===== config.mk =====
export PLATFORM = sky130hd
export DESIGN_NAME = sec_call_stack
export DESIGN_NICKNAME = d
export VERILOG_FILES = /design/src/rtl/sec_pkg.sv /design/src/rtl/sec_stack_mem.sv /design/src/rtl/sec_call_stack.sv
export SDC_FILE = /design/constraint.sdc
export NUM_CORES = 1
export LEC_CHECK = 0
export CAP_MARGIN = 20
export CORE_ASPECT_RATIO = 1.75
export CORE_MARGIN = 2
export CORE_UTILIZATION = 55
export DETAILED_ROUTE_END_ITERATION = 8
export DONT_BUFFER_PORTS = 1
export GPL_ROUTABILITY_DRIVEN = 0
export PLACE_DENSITY = 0.66
export SLEW_MARGIN = 40
export SYNTH_ARGS = -nofsm -noshare
export SYNTH_HDL_FRONTEND = slang
export SYNTH_SLANG_ARGS = --single-unit

===== constraint.sdc =====
create_clock -name clk -period 10.2 [get_ports clk]
set_clock_uncertainty 0.1 [all_clocks]
set_input_delay 1.02 -clock clk [delete_from_list [all_inputs] [get_ports clk]]
set_output_delay 1.02 -clock clk [all_outputs]
set_load 0.05 [all_outputs]

===== src/rtl/sec_pkg.sv =====
// Shared definitions for the secure call-stack block.
//   OP_CS_*   : 3-bit operation encodings presented on i_op
//   FLT_*     : 4-bit fault cause codes reported on o_fault_code
//   cs_state_e: control FSM states (IDLE accepts ops, SCRUB zeroes a flushed stack)
package sec_pkg;

  localparam logic [2:0] OP_CS_NOP       = 3'd0;
  localparam logic [2:0] OP_CS_CALL      = 3'd1;
  localparam logic [2:0] OP_CS_RET       = 3'd2;
  localparam logic [2:0] OP_CS_JMP       = 3'd3;
  localparam logic [2:0] OP_CS_INT_ENTRY = 3'd4;
  localparam logic [2:0] OP_CS_LAND      = 3'd5;
  localparam logic [2:0] OP_CS_FLUSH     = 3'd6;

  localparam logic [3:0] FLT_NONE         = 4'd0;
  localparam logic [3:0] FLT_OVERFLOW     = 4'd1;
  localparam logic [3:0] FLT_UNDERFLOW    = 4'd2;
  localparam logic [3:0] FLT_INVALID_CALL = 4'd3;
  localparam logic [3:0] FLT_ILLEGAL_LAND = 4'd4;
  localparam logic [3:0] FLT_DOUBLE       = 4'd5;
  localparam logic [3:0] FLT_BAD_CTX      = 4'd6;

  typedef enum logic {
    IDLE  = 1'b0,
    SCRUB = 1'b1
  } cs_state_e;

endpackage


===== src/rtl/sec_stack_mem.sv =====
// Return-address storage shared by all contexts.
//   clk     : write clock
//   i_we    : write enable
//   i_waddr : write address {ctx, index}
//   i_wdata : data written
//   i_raddr : read address {ctx, index}
//   o_rdata : combinational read data
// The array has no reset; entries are only read after being written.
module sec_stack_mem #(
  parameter int ADDR_W = 16,
  parameter int NENT   = 32,
  parameter int MA_W   = 5
) (
  input  logic              clk,
  input  logic              i_we,
  input  logic [MA_W-1:0]   i_waddr,
  input  logic [ADDR_W-1:0] i_wdata,
  input  logic [MA_W-1:0]   i_raddr,
  output logic [ADDR_W-1:0] o_rdata
);

  logic [ADDR_W-1:0] r_mem [NENT];

  always_ff @(posedge clk) begin
    if (i_we) r_mem[i_waddr] <= i_wdata;
  end

  assign o_rdata = r_mem[i_raddr];

endmodule


===== src/rtl/sec_call_stack.sv =====
// Hardware return-address stack with control-flow enforcement, one stack
// and one landing flag per hardware context.
//   clk, reset             : clock, asynchronous active-high reset
//   i_ctx_sel              : context the operation applies to
//   i_op_valid / o_op_ready: an op is accepted when both are high in a cycle
//   i_op, i_op_pc          : operation code and return address to push
//   o_ret_valid, o_ret_addr: registered pop result (o_ret_addr holds between pulses)
//   o_fault_valid/code/ctx : registered one-cycle fault report
//   o_sp_out               : combinational depth of the i_ctx_sel stack
//   o_land_pending_out     : combinational landing flag of i_ctx_sel
// Handshake: i_op_valid && o_op_ready accepts the op on that rising edge;
// o_op_ready is low only while a flushed stack is being scrubbed, and ops
// offered then are simply not taken.
module sec_call_stack
  import sec_pkg::*;
#(
  parameter int ADDR_W  = 16,
  parameter int DEPTH   = 16,
  parameter int NCTX    = 2,
  parameter int RESERVE = 2,
  localparam int CTX_W  = (NCTX > 1) ? $clog2(NCTX) : 1,
  localparam int IDX_W  = $clog2(DEPTH),
  localparam int SP_W   = IDX_W + 1
) (
  input  logic              clk,
  input  logic              reset,
  input  logic [CTX_W-1:0]  i_ctx_sel,
  input  logic              i_op_valid,
  input  logic [2:0]        i_op,
  input  logic [ADDR_W-1:0] i_op_pc,
  output logic              o_op_ready,
  output logic              o_ret_valid,
  output logic [ADDR_W-1:0] o_ret_addr,
  output logic              o_fault_valid,
  output logic [3:0]        o_fault_code,
  output logic [CTX_W-1:0]  o_fault_ctx,
  output logic [SP_W-1:0]   o_sp_out,
  output logic              o_land_pending_out
);

  localparam logic [SP_W-1:0]  SP_LIMIT = SP_W'(DEPTH - RESERVE);
  localparam logic [SP_W-1:0]  SP_FULL  = SP_W'(DEPTH);
  localparam logic [IDX_W-1:0] IDX_LAST = IDX_W'(DEPTH - 1);

  cs_state_e         r_state, w_next_state;
  logic [SP_W-1:0]   r_sp [NCTX];
  logic [NCTX-1:0]   r_land;
  logic [IDX_W-1:0]  r_scrub_idx;
  logic [CTX_W-1:0]  r_scrub_ctx;

  logic              w_ctx_ok, w_op_real, w_ready, w_land;
  logic [CTX_W-1:0]  w_ctx;
  logic [SP_W-1:0]   w_sp, w_sp_m1;
  logic [3:0]        w_fault;
  logic              w_push, w_pop, w_set_land, w_clr_land, w_flush;
  logic              w_we;
  logic [CTX_W+IDX_W-1:0] w_waddr, w_raddr;
  logic [ADDR_W-1:0] w_wdata, w_rdata;

  // An out-of-range context is steered to context 0 for all reads so no
  // array is indexed past its end; such ops only ever raise BAD_CTX.
  assign w_ctx_ok  = int'(i_ctx_sel) < NCTX;
  assign w_ctx     = w_ctx_ok ? i_ctx_sel : '0;
  assign w_sp      = r_sp[w_ctx];
  assign w_sp_m1   = w_sp - 1'b1;
  assign w_land    = r_land[w_ctx];
  // Undefined encoding 7 behaves like NOP.
  assign w_op_real = (i_op != OP_CS_NOP) && (i_op <= OP_CS_FLUSH);

  assign o_op_ready         = w_ready;
  assign o_sp_out           = w_ctx_ok ? w_sp : '0;
  assign o_land_pending_out = w_ctx_ok & w_land;

  always_comb begin
    w_next_state = r_state;
    w_ready      = (r_state == IDLE);
    w_fault      = FLT_NONE;
    w_push       = 1'b0;
    w_pop        = 1'b0;
    w_set_land   = 1'b0;
    w_clr_land   = 1'b0;
    w_flush      = 1'b0;
    if (w_ready && i_op_valid && w_op_real) begin
      if (!w_ctx_ok) begin
        w_fault = FLT_BAD_CTX;
      end else if (w_land && (i_op != OP_CS_LAND)) begin
        w_fault    = FLT_INVALID_CALL;
        w_clr_land = 1'b1;
      end else begin
        case (i_op)
          OP_CS_CALL: begin
            // The top RESERVE slots stay free for interrupt entry.
            if (w_sp >= SP_LIMIT) w_fault = FLT_OVERFLOW;
            else begin
              w_push     = 1'b1;
              w_set_land = 1'b1;
            end
          end
          OP_CS_JMP: w_set_land = 1'b1;
          OP_CS_INT_ENTRY: begin
            if (w_sp == SP_FULL) w_fault = FLT_DOUBLE;
            else                 w_push  = 1'b1;
          end
          OP_CS_RET: begin
            if (w_sp == '0) w_fault = FLT_UNDERFLOW;
            else            w_pop   = 1'b1;
          end
          OP_CS_LAND: begin
            if (!w_land) w_fault    = FLT_ILLEGAL_LAND;
            else         w_clr_land = 1'b1;
          end
          OP_CS_FLUSH: begin
            w_flush    = 1'b1;
            w_clr_land = 1'b1;
          end
          default: ;
        endcase
      end
    end
    case (r_state)
      IDLE:    if (w_flush) w_next_state = SCRUB;
      SCRUB:   if (r_scrub_idx == IDX_LAST) w_next_state = IDLE;
      default: w_next_state = IDLE;
    endcase
  end

  always_ff @(posedge clk or posedge reset) begin
    if (reset) r_state <= IDLE;
    else       r_state <= w_next_state;
  end

  // Scrub writes take the single write port; no ops are accepted meanwhile.
  always_comb begin
    if (r_state == SCRUB) begin
      w_we    = 1'b1;
      w_waddr = {r_scrub_ctx, r_scrub_idx};
      w_wdata = '0;
    end else begin
      w_we    = w_push;
      w_waddr = {w_ctx, w_sp[IDX_W-1:0]};
      w_wdata = i_op_pc;
    end
  end

  assign w_raddr = {w_ctx, w_sp_m1[IDX_W-1:0]};

  sec_stack_mem #(
    .ADDR_W (ADDR_W),
    .NENT   (NCTX * DEPTH),
    .MA_W   (CTX_W + IDX_W)
  ) u_mem (
    .clk     (clk),
    .i_we    (w_we),
    .i_waddr (w_waddr),
    .i_wdata (w_wdata),
    .i_raddr (w_raddr),
    .o_rdata (w_rdata)
  );

  always_ff @(posedge clk or posedge reset) begin
    if (reset) begin
      for (int c = 0; c < NCTX; c++) r_sp[c] <= '0;
      r_land      <= '0;
      r_scrub_idx <= '0;
      r_scrub_ctx <= '0;
    end else begin
      if (w_push)       r_sp[w_ctx] <= w_sp + 1'b1;
      else if (w_pop)   r_sp[w_ctx] <= w_sp_m1;
      else if (w_flush) r_sp[w_ctx] <= '0;
      if (w_set_land)      r_land[w_ctx] <= 1'b1;
      else if (w_clr_land) r_land[w_ctx] <= 1'b0;
      // The counter wraps to 0 on its last entry, ready for the next flush.
      if (w_flush) begin
        r_scrub_idx <= '0;
        r_scrub_ctx <= w_ctx;
      end else if (r_state == SCRUB) begin
        r_scrub_idx <= r_scrub_idx + 1'b1;
      end
    end
  end

  always_ff @(posedge clk or posedge reset) begin
    if (reset) begin
      o_ret_valid   <= 1'b0;
      o_ret_addr    <= '0;
      o_fault_valid <= 1'b0;
      o_fault_code  <= FLT_NONE;
      o_fault_ctx   <= '0;
    end else begin
      o_ret_valid   <= w_pop;
      if (w_pop) o_ret_addr <= w_rdata;
      o_fault_valid <= (w_fault != FLT_NONE);
      o_fault_code  <= w_fault;
      if (w_fault != FLT_NONE) o_fault_ctx <= i_ctx_sel;
    end
  end

endmodule


==> flow_summary.ini <==
[run_status]
status = completed

[power_and_ir_drop]
finalPower_mw = 7.711
leakage_nw = 8.175
ir_drop_uv = 210.4
p_per_area_nw_per_um2 = 316.4

[logic_synthesis]
yosys.area.top_type = edfxtp_1
ys_types = 67
synth-edff-count = 512
netlist_area_um2 = 22010
ys_seq_area_share_pct = 74.38
synth_area_leaders = edfxtp_1, mux4_2, dfrtp_1
syn_inst = 1170
synth_most_common_cell = edfxtp_1
syn-num-nets = 1198
synth_common_cells = edfxtp_1, nand2_1, mux4_2
synthArstFlopShare_pct = 7.246
synthFlopType = edfxtp_1
yosys.area.top_type_share_pct = 69.84
synth_seq_cells = 552
ys_warn_count = 0
syn_avg_cell_area_um2 = 18.82

[grt]
grt_max_degree = 67
grtUsageTotal_pct = 25.88
grt.overflow.total = 0
antenna_found_initial = 1
grt_first_pass_wirelength_um = 76530
grt_pass1_vias = 11260

[clocking]
cts_made_buffers = 47
cts_max_path_buffers = 3
postCtsHoldBufs = 0
path_clk_slew_ps = 70
postCtsSetupBuffers = 0
cts_root_buffer = clkbuf_16
clkSinkCount = 552
cts_resized = 0
cts_max_level = 2
cts_tree = yes
clkLatencyLatePin_ps = 580

[placed_design]
port_buffers = 0
dp.cells = 1659
hpwlAfterDp_um = 33290

[floorplanning]
row_count = 97
initial_utilization_pct = 55.30
io_pins = 53
die_y_um = 268.7
dieArea_um2 = 41710
die_w_um = 155.2
core-area_um2 = 39810

[timing]
max_slew_margin_pct = 42.33
worst_slew_pin_slew_ps = 865.0
setup_tns_ps = 0
fin_crit_ps = 3994
max_freq_mhz = 250.4
setup_viol = 0
finalHoldWorstSlack_ps = 248.7
finalCritPeriodShare_pct = 39.16
rsz0062_at_grt = false
finalHoldViolCount = 0
drv_slew = 0

[route]
drt-wirelength-per-cell_um = 30.30
ant_nets = 0
finalWirelength_um = 52810
drc = 0
drtIter0Drc = 1195
via_per_inst = 6.427
route.vias.total = 11203
first_pass_iters = 5

[layout]
utilization_pct = 61.21
n_fill_cell = 2833
fin_cells = 1743
drive_above_1_share_pct = 23.00
multi_input_area_um2 = 5381
antenna_cells = 0
fin_nets = 1241
final-seq-area_um2 = 16380
area_growth_syn_to_layout_pct = 10.68

[worst_setup_path]
cp.required_ps = 10610
critPathKind = input port to flip-flop
reg2regPathDepth = 8
crit_path_start_kind = input port
cp-end-kind = flip-flop
cp_max_fo = 56
critPathArrivalTime_ps = 4400

[min_path]
hold_path.class = input port to async pin

[flow_run]
cap_violations = 0
path summary, 6_finish.rpt:
path                       slack (ps)      start         endpoint
min reg2reg                       440    r_sp[4]          r_sp[4]
min                               250      reset  o_fault_code[2]
max reg2reg                      6230    r_sp[0]   o_ret_addr[12]
max                              6210  i_ctx_sel   o_ret_addr[12]
max in group asynchronous        9360      reset   o_ret_addr[12]
min in group clk                  440    r_sp[4]          r_sp[4]
cells in the final DEF (no fill, tap or decap), types with 3 or more instances in the layout:
master,instances
nor2b_1,3
nor2b_2,14
clkbuf_1,16
a311o_1,3
xnor2_1,4
xnor2_2,4
and3_1,15
buf_12,3
dfrtp_1,40
nor2_1,47
nor3_1,8
ha_1,4
mux2i_4,3
nand2_1,146
mux4_2,128
buf_4,51
nand3_1,13
bufinv_16,3
clkinv_1,10
nand2b_1,3
edfxtp_1,512
clkinv_2,5
clkbuf_16,48
o21ai_0,16
inv_2,3
inv_1,9
a221o_1,5
a21oi_1,35
a311oi_1,13
a2111o_1,13
mux2i_1,8
metal layers:
layer	wire (um)	track usage, %
met1	19150	32.14
met2	27960	45.45
met3	3277	4.034
met4	2418	11.21
met5	0	0
where the power goes:
part / internal (mW) / total [mW] / switching [mW] / leakage [nW]
logic: 1.07 / 2.90 / 1.84 / 2.28
registers: 2.85 / 3.08 / 0.228 / 5.19
clock network: 0.946 / 1.72 / 0.778 / 0.703
flip-flops by register name (all words and copies together) (netlist names), named ones only:
signal         cells
u_mem.r_mem      512
o_fault_code       3
r_scrub_ctx        1
r_sp              10
r_state            1
o_fault_ctx        1
o_fault_valid      1
r_scrub_idx        4
o_ret_addr        16
o_ret_valid        1
area by class of cell:
class,count,area share (%)
timing repair buffer,56,1.977
clock inverter,20,0.7754
multi-input combinational,541,22.08
clock buffer,64,5.176
inverter,15,0.2413
sequential,552,67.20
tap,495,2.542
through the flow:
| step | setup slack (ps) | cell area (um^2) |
|---|---|---|
| 2_1_floorplan | 5193 | 22010 |
| 5_1_grt | 5866 | 24370 |
| 3_3_place_gp | 5318 | 22830 |
| 4_1_cts | 6223 | 24370 |
| 3_5_place_dp | 5665 | 22920 |
| 6_report | 6206 | 24370 |
kinds of logic after synthesis:
logic type	count (synthesis)	share of synthesized area, %
adders and majority gates	5	0.2842
muxes	142	13.90
and+or+nand+nor	273	5.598
other	1	0.01703
buffers and inverters	77	1.625
DFF	552	74.38
xor gates and xnor gates	10	0.4320
AOI/OAI and AO/OA	110	3.757
worst max-delay path, cell delays in order:
cell and delay (ps):
mux2i_4 240, buf_4 480, buf_12 400, nand3_1 300, xnor2_2 730, nand2_1 590, a21oi_1 350, a2111o_1 130
No activity file was read; power rests on OpenSTA's default activity.
